File: src/rtl/lsu_pkg.sv
// Shared types and constants for the memory-access stage (stage_mem_lsu).
// State encodings, func3 access codes and the misalignment rule live here.
package lsu_pkg;

    typedef logic [2:0] lsu_state_t;

    localparam lsu_state_t ST_IDLE  = 3'd0;
    localparam lsu_state_t ST_REQ   = 3'd1;
    localparam lsu_state_t ST_RSP   = 3'd2;
    localparam lsu_state_t ST_DRAIN = 3'd3;
    localparam lsu_state_t ST_DONE  = 3'd4;

    localparam logic [2:0] F3_LB  = 3'b000;
    localparam logic [2:0] F3_LH  = 3'b001;
    localparam logic [2:0] F3_LW  = 3'b010;
    localparam logic [2:0] F3_LBU = 3'b100;
    localparam logic [2:0] F3_LHU = 3'b101;
    localparam logic [2:0] F3_SB  = 3'b000;
    localparam logic [2:0] F3_SH  = 3'b001;
    localparam logic [2:0] F3_SW  = 3'b010;

    localparam logic [1:0] RESULT_SRC_LOAD = 2'b01;

    // Halfwords must sit on even addresses, words on multiples of four.
    function automatic logic is_misaligned(input logic [2:0] func3, input logic [1:0] off);
        logic mis;
        case (func3)
            F3_LH, F3_LHU: mis = off[0];
            F3_LW:         mis = (off != 2'b00);
            default:       mis = 1'b0;
        endcase
        return mis;
    endfunction

endpackage

File: src/rtl/lsu_align.sv
// Combinational lane logic for stage_mem_lsu: load extract/extend and
// store byte-enable / lane-replicated write data.
module lsu_align
    import lsu_pkg::*;
(
    input  logic [2:0]  ld_func3,
    input  logic [1:0]  ld_off,
    input  logic [31:0] rdata,
    input  logic [2:0]  st_func3,
    input  logic [1:0]  st_off,
    input  logic [31:0] st_data,
    output logic [31:0] load_data,
    output logic [3:0]  store_be,
    output logic [31:0] store_wdata
);

    logic [7:0]  ld_byte_s;
    logic [15:0] ld_half_s;

    // Pick the addressed lane and extend it to 32 bits.
    always_comb begin
        case (ld_off)
            2'd0:    ld_byte_s = rdata[7:0];
            2'd1:    ld_byte_s = rdata[15:8];
            2'd2:    ld_byte_s = rdata[23:16];
            2'd3:    ld_byte_s = rdata[31:24];
            default: ld_byte_s = 8'h00;
        endcase
        ld_half_s = ld_off[1] ? rdata[31:16] : rdata[15:0];
        case (ld_func3)
            F3_LB:   load_data = {{24{ld_byte_s[7]}}, ld_byte_s};
            F3_LBU:  load_data = {24'h000000, ld_byte_s};
            F3_LH:   load_data = {{16{ld_half_s[15]}}, ld_half_s};
            F3_LHU:  load_data = {16'h0000, ld_half_s};
            F3_LW:   load_data = rdata;
            default: load_data = 32'h0000_0000;
        endcase
    end

    // Store lanes; the half enable ignores off[0] so an unaligned SH lands on the truncated half.
    always_comb begin
        case (st_func3)
            F3_SB: begin
                store_be    = 4'b0001 << st_off;
                store_wdata = {4{st_data[7:0]}};
            end
            F3_SH: begin
                store_be    = 4'b0011 << {st_off[1], 1'b0};
                store_wdata = {2{st_data[15:0]}};
            end
            F3_SW: begin
                store_be    = 4'hF;
                store_wdata = st_data;
            end
            default: begin
                store_be    = 4'h0;
                store_wdata = st_data;
            end
        endcase
    end

endmodule

File: src/rtl/stage_mem_lsu.sv
// Memory-access pipeline stage: req/gnt + rvalid data-memory handshake with stall.
// Optional macro LSU_MISALIGN_TRAP_EN turns misaligned accesses into a no-request trap.
module stage_mem_lsu
    import lsu_pkg::*;
#(
    parameter int ADDR_W = 32
) (
    input  logic              clk,
    input  logic              rst_n,
    input  logic              flush,
    input  logic              in_valid,
    input  logic              in_RegWrite,
    input  logic              in_wed,
    input  logic [1:0]        in_result_src,
    input  logic [2:0]        in_func3,
    input  logic [31:0]       in_alu_result,
    input  logic [31:0]       in_write_data,
    input  logic [31:0]       in_pc_plus_4,
    input  logic [4:0]        in_a_wr,
    output logic              dm_req,
    output logic              dm_we,
    output logic [ADDR_W-1:0] dm_addr,
    output logic [3:0]        dm_be,
    output logic [31:0]       dm_wdata,
    input  logic              dm_gnt,
    input  logic              dm_rvalid,
    input  logic [31:0]       dm_rdata,
    output logic              o_stall,
    output logic [31:0]       o_read_data,
    output logic              o_misalign,
    output logic              o_RegWrite,
    output logic              o_wed,
    output logic [1:0]        o_result_src,
    output logic [31:0]       o_alu_result,
    output logic [31:0]       o_pc_plus_4,
    output logic [4:0]        o_a_wr,
    output logic [2:0]        o_func3
);

    lsu_state_t        state_q, state_d;
    logic              dm_req_q, dm_req_d;
    logic              dm_we_q, dm_we_d;
    logic [ADDR_W-1:0] dm_addr_q, dm_addr_d;
    logic [3:0]        dm_be_q, dm_be_d;
    logic [31:0]       dm_wdata_q, dm_wdata_d;
    logic [31:0]       read_data_q, read_data_d;
    logic              misalign_q, misalign_d;
    logic [2:0]        ld_func3_q, ld_func3_d;
    logic [1:0]        ld_off_q, ld_off_d;

    logic              memop_s;
    logic              trap_s;
    logic [31:0]       load_data_s;
    logic [3:0]        store_be_s;
    logic [31:0]       store_wdata_s;

    assign memop_s = in_valid & (in_wed | (in_result_src == RESULT_SRC_LOAD));
`ifdef LSU_MISALIGN_TRAP_EN
    assign trap_s  = is_misaligned(in_func3, in_alu_result[1:0]);
`else
    assign trap_s  = 1'b0;
`endif

    lsu_align u_align (
        .ld_func3    (ld_func3_q),
        .ld_off      (ld_off_q),
        .rdata       (dm_rdata),
        .st_func3    (in_func3),
        .st_off      (in_alu_result[1:0]),
        .st_data     (in_write_data),
        .load_data   (load_data_s),
        .store_be    (store_be_s),
        .store_wdata (store_wdata_s)
    );

    // Next-state and next-register computation for the access FSM.
    always_comb begin
        state_d     = state_q;
        dm_req_d    = dm_req_q;
        dm_we_d     = dm_we_q;
        dm_addr_d   = dm_addr_q;
        dm_be_d     = dm_be_q;
        dm_wdata_d  = dm_wdata_q;
        read_data_d = read_data_q;
        misalign_d  = misalign_q;
        ld_func3_d  = ld_func3_q;
        ld_off_d    = ld_off_q;
        case (state_q)
            ST_IDLE: begin
                if (memop_s && !flush) begin
                    ld_func3_d = in_func3;
                    ld_off_d   = in_alu_result[1:0];
                    if (trap_s) begin
                        state_d    = ST_DONE;
                        misalign_d = 1'b1;
                    end else begin
                        state_d    = ST_REQ;
                        dm_req_d   = 1'b1;
                        dm_we_d    = in_wed;
                        dm_addr_d  = {in_alu_result[ADDR_W-1:2], 2'b00};
                        dm_be_d    = in_wed ? store_be_s : 4'hF;
                        dm_wdata_d = in_wed ? store_wdata_s : 32'h0000_0000;
                    end
                end else begin
                    state_d = ST_IDLE;
                end
            end
            ST_REQ: begin
                // An accepted request is committed even if flushed in the same cycle.
                if (dm_gnt) begin
                    dm_req_d = 1'b0;
                    dm_we_d  = 1'b0;
                    if (dm_we_q) begin
                        state_d = flush ? ST_IDLE : ST_DONE;
                    end else begin
                        state_d = flush ? ST_DRAIN : ST_RSP;
                    end
                end else if (flush) begin
                    dm_req_d = 1'b0;
                    dm_we_d  = 1'b0;
                    state_d  = ST_IDLE;
                end else begin
                    state_d = ST_REQ;
                end
            end
            ST_RSP: begin
                if (dm_rvalid) begin
                    if (flush) begin
                        state_d = ST_IDLE;
                    end else begin
                        read_data_d = load_data_s;
                        state_d     = ST_DONE;
                    end
                end else if (flush) begin
                    state_d = ST_DRAIN;
                end else begin
                    state_d = ST_RSP;
                end
            end
            ST_DRAIN: begin
                if (dm_rvalid) begin
                    state_d = ST_IDLE;
                end else begin
                    state_d = ST_DRAIN;
                end
            end
            ST_DONE: begin
                misalign_d = 1'b0;
                state_d    = ST_IDLE;
            end
            default: begin
                dm_req_d   = 1'b0;
                dm_we_d    = 1'b0;
                misalign_d = 1'b0;
                state_d    = ST_IDLE;
            end
        endcase
    end

    // Stage state and data-memory request registers.
    always_ff @(posedge clk or negedge rst_n) begin
        if (!rst_n) begin
            state_q     <= ST_IDLE;
            dm_req_q    <= 1'b0;
            dm_we_q     <= 1'b0;
            dm_addr_q   <= '0;
            dm_be_q     <= 4'h0;
            dm_wdata_q  <= 32'h0000_0000;
            read_data_q <= 32'h0000_0000;
            misalign_q  <= 1'b0;
            ld_func3_q  <= 3'b000;
            ld_off_q    <= 2'b00;
        end else begin
            state_q     <= state_d;
            dm_req_q    <= dm_req_d;
            dm_we_q     <= dm_we_d;
            dm_addr_q   <= dm_addr_d;
            dm_be_q     <= dm_be_d;
            dm_wdata_q  <= dm_wdata_d;
            read_data_q <= read_data_d;
            misalign_q  <= misalign_d;
            ld_func3_q  <= ld_func3_d;
            ld_off_q    <= ld_off_d;
        end
    end

    assign dm_req      = dm_req_q;
    assign dm_we       = dm_we_q;
    assign dm_addr     = dm_addr_q;
    assign dm_be       = dm_be_q;
    assign dm_wdata    = dm_wdata_q;
    assign o_read_data = read_data_q;
    assign o_misalign  = misalign_q;

    assign o_stall = ((state_q == ST_IDLE) && memop_s && !flush) ||
                     (state_q == ST_REQ) || (state_q == ST_RSP) || (state_q == ST_DRAIN);

`ifdef LSU_MISALIGN_TRAP_EN
    assign o_RegWrite = in_RegWrite & ~((state_q == ST_DONE) & misalign_q);
`else
    assign o_RegWrite = in_RegWrite;
`endif
    assign o_wed        = in_wed;
    assign o_result_src = in_result_src;
    assign o_alu_result = in_alu_result;
    assign o_pc_plus_4  = in_pc_plus_4;
    assign o_a_wr       = in_a_wr;
    assign o_func3      = in_func3;

endmodule

File: config.mk
export PLATFORM = sky130hd
export DESIGN_NAME = stage_mem_lsu
export DESIGN_NICKNAME = d
export VERILOG_FILES = /design/src/rtl/lsu_pkg.sv /design/src/rtl/lsu_align.sv /design/src/rtl/stage_mem_lsu.sv
export SDC_FILE = /design/constraint.sdc
export NUM_CORES = 1
export LEC_CHECK = 0
export CORE_UTILIZATION = 35
export DETAILED_ROUTE_END_ITERATION = 7
export GPL_TIMING_DRIVEN = 1
export HOLD_SLACK_MARGIN = 0.06
export MAX_ROUTING_LAYER = met4
export PLACE_DENSITY = 0.88
export RECOVER_POWER = 100
export SYNTH_ARGS = -nofsm -noshare
export SYNTH_HDL_FRONTEND = slang
export SYNTH_SLANG_ARGS = --single-unit
File: constraint.sdc
create_clock -name clk -period 2 [get_ports clk]
set_clock_uncertainty 0.1 [all_clocks]
set_input_delay 0.3 -clock clk [delete_from_list [all_inputs] [get_ports clk]]
set_output_delay 0.3 -clock clk [all_outputs]
set_load 0.02 [all_outputs]
== Word level (Yosys, flattened, before mapping) ==
Cells that the tools add are included.
Widths: inputs -> output; s select.

* Word-level logic and storage cells: 68
* Register bits after elaboration: 108

* Shift-type cells: 2
* Muxes and demuxes: 22
* Reductions and logical operators: 15
* Eq/ne operators: 16
* Bitwise logic cells: 4

{| class="wikitable"
|+ Operator list
! kind !! number
|-
| $pmux 32 s5 || 1
|-
| $pmux 32 s2 || 1
|-
| $mux 32 || 1
|-
| $pmux 8 s4 || 1
|-
| $mux 16 || 1
|-
| $eq 3x2->1 const B || 4
|-
| $mux 3 || 4
|-
| $pmux 3 s4 || 1
|-
| $pmux 4 s3 || 1
|-
| $eq 3x1->1 const B || 3
|-
| $eq 3x3->1 const B || 3
|-
| $logic_not 3->1 || 3
|-
| $mux 1 || 7
|-
| $pmux 1 s3 || 2
|-
| $reduce_and 3->1 || 2
|-
| $eq 2x1->1 const B || 2
|-
| $eq 2x2->1 const B || 2
|-
| $mux 4 || 1
|-
| $shl 1x2->4 const A || 1
|-
| $shl 2x2->4 const A || 1
|-
| $logic_and 1x1->1 || 3
|-
| $logic_or 1x1->1 || 3
|-
| $ne 3x3->1 const B || 1
|-
| $reduce_or 3->1 || 1
|-
| 8 further kinds || 9
|}

== Depth between registers and ports, before layout ==
* Depth after elaboration: 8
* Depth in mapped cells: 7
* Depth with buffers taken out: 4

== Cells and area by module ==
A second synthesis with hierarchy kept.

* Cells, all modules: 582
* Area total of the unflattened synthesis: 6384.9 µm²

{| class="wikitable"
|+ By module, submodules not included
! module !! sequential area each (µm²) !! area each (µm²) !! instances !! cells each
|-
| stage_mem_lsu || 2702.6 || 4974.8 || 1 || 379
|-
| lsu_align || 0.0 || 1410.1 || 1 || 203
|}

== Worst setup path after synthesis ==
No wires, ideal clock.

* Path kind: flip-flop to flip-flop
* From: reg ld_off_q[0]
* To: reg read_data_q[16], in the netlist o_read_data[16]
* Clock period less this slack: 2.075 ns
* Arrival: 1.854 ns
* Cell stages (with the launch flop): 7
* Library setup time: 0.121 ns
* Slack: -0.075 ns
* Required time: 1.779 ns
* Cells stage by stage: dfrtp_1 buf_6 mux2_4 a222oi_1 buf_6 nand2_1 a22o_1

* Longest elaborated chain between the ends: 3
* Elaborated cells between the ends (all ways): 6
* Classes of those cells: eq/ne: 3; mux: 2; reduce/logical: 1

{| class="wikitable"
|+ Ends and longest elaborated chain
! element !! RTL line !! RTL
|-
| from (decl) || stage_mem_lsu.sv:49 || <nowiki>logic [1:0] ld_off_q, ld_off_d;</nowiki>
|-
| from (signal assigned) || stage_mem_lsu.sv:183 || <nowiki>ld_off_q <= ld_off_d;</nowiki>
|-
| $eq 2x2->1, or another cell as far along || lsu_align.sv:22 || <nowiki>case (ld_off)</nowiki>
|-
| $pmux 8 s4 * || lsu_align.sv:22 ||
|-
| $pmux 32 s5 * || lsu_align.sv:30 || <nowiki>case (ld_func3)</nowiki>
|-
| to (signal assigned) || stage_mem_lsu.sv:180 || <nowiki>read_data_q <= read_data_d;</nowiki>
|-
| to (decl) || stage_mem_lsu.sv:46 || <nowiki>logic [31:0] read_data_q, read_data_d;</nowiki>
|}

Mark *: on every way between the ends. The rest lies on a longest branch, timed or not.
A chain may end at the register's enable or synchronous reset.

== Worst setup path after layout ==
* From: in in_wed
* To: out o_wed

{| class="wikitable"
|+ RTL lines
! element !! RTL line !! RTL
|-
| from (decl) || stage_mem_lsu.sv:13 || <nowiki>input logic in_wed,</nowiki>
|-
| to (decl) || stage_mem_lsu.sv:32 || <nowiki>output logic o_wed,</nowiki>
|}

No word-level cell between the ends.

==> results.json <==
{
  "clock-sinks": 108,
  "slew_violations": 0,
  "placed_area_sq_um": 8060,
  "rsz0062_at_grt": "no",
  "worstSetupEndpointType": "output pin",
  "critPathMaxFanout": 3,
  "path_cells": "clkdlybuf4s50_1 -> buf_4 -> clkdlybuf4s50_1",
  "ys_warn_count": 0,
  "drt_iter0_drc": 297,
  "cts_max_level": 3,
  "hpwl_um": 12480,
  "place.gp.congestion": 0.8640,
  "maxSlewHeadroom": 0.3421,
  "pwr_density_cell_nw_per_um2": 1321,
  "start_util": 0.3589,
  "grt_usage": 0.1989,
  "fin_tns_setup_ps": 0,
  "final_cell_area_sq_um": 8361,
  "antenna_found_initial": 0,
  "overflow": 0,
  "critPathKind": "primary input to output pin",
  "period_minus_slack_ps": 1934,
  "area_growth_pct": 46.63,
  "cts_buffer_depth": 2,
  "period_share": 0.9670,
  "slowest_delay_ps": 610,
  "routedWlPerCell_um": 16.89,
  "nets": 897,
  "synth.distinct_cells": 44,
  "die_y_um": 129.6,
  "ys_seq_area_frac": 0.4740,
  "fmax_ghz": 0.5171,
  "final_layout_size_suffix_gt1_frac": 0.1377,
  "netlist_area_sq_um": 5702,
  "ioPinCount": 326,
  "die_w_um": 129.6,
  "whs_ps": 372.7,
  "cp_common_cell": "clkdlybuf4s50_1",
  "outcome": "completed",
  "die_area_sq_um": 16810,
  "num_vias": 4948,
  "max-cap-violations": 0,
  "synth_area_leader_cell": "dfrtp_1",
  "worstMarginPinSlew_ps": 986.9,
  "hold_viol_final": 0,
  "ys.flop_type": "dfrtp_1",
  "min_path_type": "flip-flop to flip-flop",
  "cp.required_ps": 1600,
  "p_leak_nw": 3.768,
  "slowest_stage": "clkdlybuf4s50_1",
  "power_mw": 11.04,
  "io_buffers": 246,
  "first_pass_iters": 5,
  "num_rows": 46,
  "async_reset_ff_frac": 1.000,
  "cts_tree": "built",
  "yosysTopAreaCellShare": 0.4740,
  "critPathArrivalTime_ps": 1530,
  "cts_setup_buffers": 0,
  "synth_edf_count": 0,
  "core_area_sq_um": 15890,
  "drc_errors": 0,
  "synthCells": 568,
  "synth_most_common_cell": "dfrtp_1",
  "avgSynthCellArea_sq_um": 10.04,
  "yosys_register_bits": 108,
  "placedCellCount": 955,
  "wirelength_um": 16400,
  "clk_pin_slew_ps": 70,
  "synthTopCellsByCount": "108 x dfrtp_1, 107 x nand2_1, 80 x buf_4, 38 x mux2_2, 34 x o21ai_0",
  "ir_drop_v": 0.0007145,
  "instances_no_fill": 971,
  "synthTopCellsByArea": "dfrtp_1 47%, buf_4 11%, mux2_2 7.5%",
  "cts-root-buf": "clkbuf_16",
  "cts_buffers": 9,
  "grt_first_pass_wirelength_um": 24650,
  "ant_nets": 0,
  "clk_latency_ps": 340,
  "viasPerCell": 5.096,
  "critPathLaunchType": "primary input",
  "regToRegSetupSlack_ps": 80,
  "grt_max_degree": 109,
  "grt_pass1_vias": 4836,
  "setup-violations-final": 0,
  "num_antenna_cells": 0
}
[where the power goes]
| group | internal, mW | switching, mW | leakage, nW |
|---|---|---|---|
| clock | 0.910 | 0.778 | 0.139 |
| combinational | 2.61 | 2.96 | 2.25 |
| sequential | 3.17 | 0.611 | 1.38 |
[per-layer routing]
layer,wire (um),share of wire,vias up,global-route usage
met5,0,0,-,-
met2,7974,0.49,282,0.3224
li1,-,-,2296,-
met4,479,0.029,0,0.09439
met1,6627,0.40,2332,0.2303
met3,1320,0.080,38,0.05037
[per-stage QoR]
stage          worst slack (ps)    util
2_1_floorplan            -74.56       -
3_3_place_gp             -406.9  0.5074
3_5_place_dp             -386.2  0.5074
4_1_cts                   18.47  0.5258
5_1_grt                   2.069  0.5263
6_report                  66.05  0.5263
[state kept, by name, indices dropped and copies added, names as in the netlist]
name,count
dm_addr,30
ld_off_q,2
dm_req,1
ld_func3_q,3
dm_be,4
dm_wdata,32
dm_we,1
state_q,3
o_read_data,32
[cells by family (layout without fill, tap and decap cells)]
| logic type | Yosys count | in the layout | synth area share |
|---|---|---|---|
| flip-flops | 108 | 108 | 0.4740 |
| buffers and inverters | 120 | 305 | 0.1352 |
| AND/OR/NAND/NOR | 142 | 142 | 0.1080 |
| AO/OA/AOI/OAI | 134 | 134 | 0.1624 |
| other | 1 | 3 | 0.0006577 |
| multiplexers | 63 | 63 | 0.1198 |
[final timing paths]
kind / from / end / depth (start not counted)
max reg2reg: ld_off_q[0] / o_read_data[1] / 5
max: in_wed / o_wed / 3
min: dm_wdata[8] / dm_wdata[8] / 2
min reg2reg: dm_wdata[8] / dm_wdata[8] / 2
min in group asynchronous: rst_n / dm_wdata[10] / 3
max in group asynchronous: rst_n / dm_addr[29] / 3
[critical path, delay by kind of cell]
kind,cells,cell delay [ps]
buffers and inverters,3,1230
[layout make-up]
type | count | area (sq um)
Timing Repair Buffer | 285 | 2800
Inverter | 5 | 18.77
Fill cell | 1422 | 7525
Clock buffer | 12 | 256.5
Sequential cell | 108 | 2703
Clock inverter | 3 | 22.52
Tap cell | 216 | 270.3
Multi-Input combinational cell | 342 | 2290
[what timing repair did]
action,CTS,global route
endpoints found under the setup margin,1,26
pin swaps,0,0
hold endpoints to repair,108,0
gates cloned,0,0
resized for setup,4,5
hold buffers,1,0
[placed cells by master, fill, tap and decap left out, types with 6 or more instances in the layout]
cell type,n
dlygate4sd3_1,137
dfrtp_1,108
clkdlybuf4s50_1,108
nand2_1,107
mux2_2,38
o21ai_0,34
buf_4,29
mux2i_1,24
o31ai_1,23
a22o_1,17
o22ai_1,14
a21oi_1,11
o211ai_1,9
nor2_1,9
clkbuf_16,9
a211o_1,8
a21o_1,6
(Power assumes the default switching activity.)
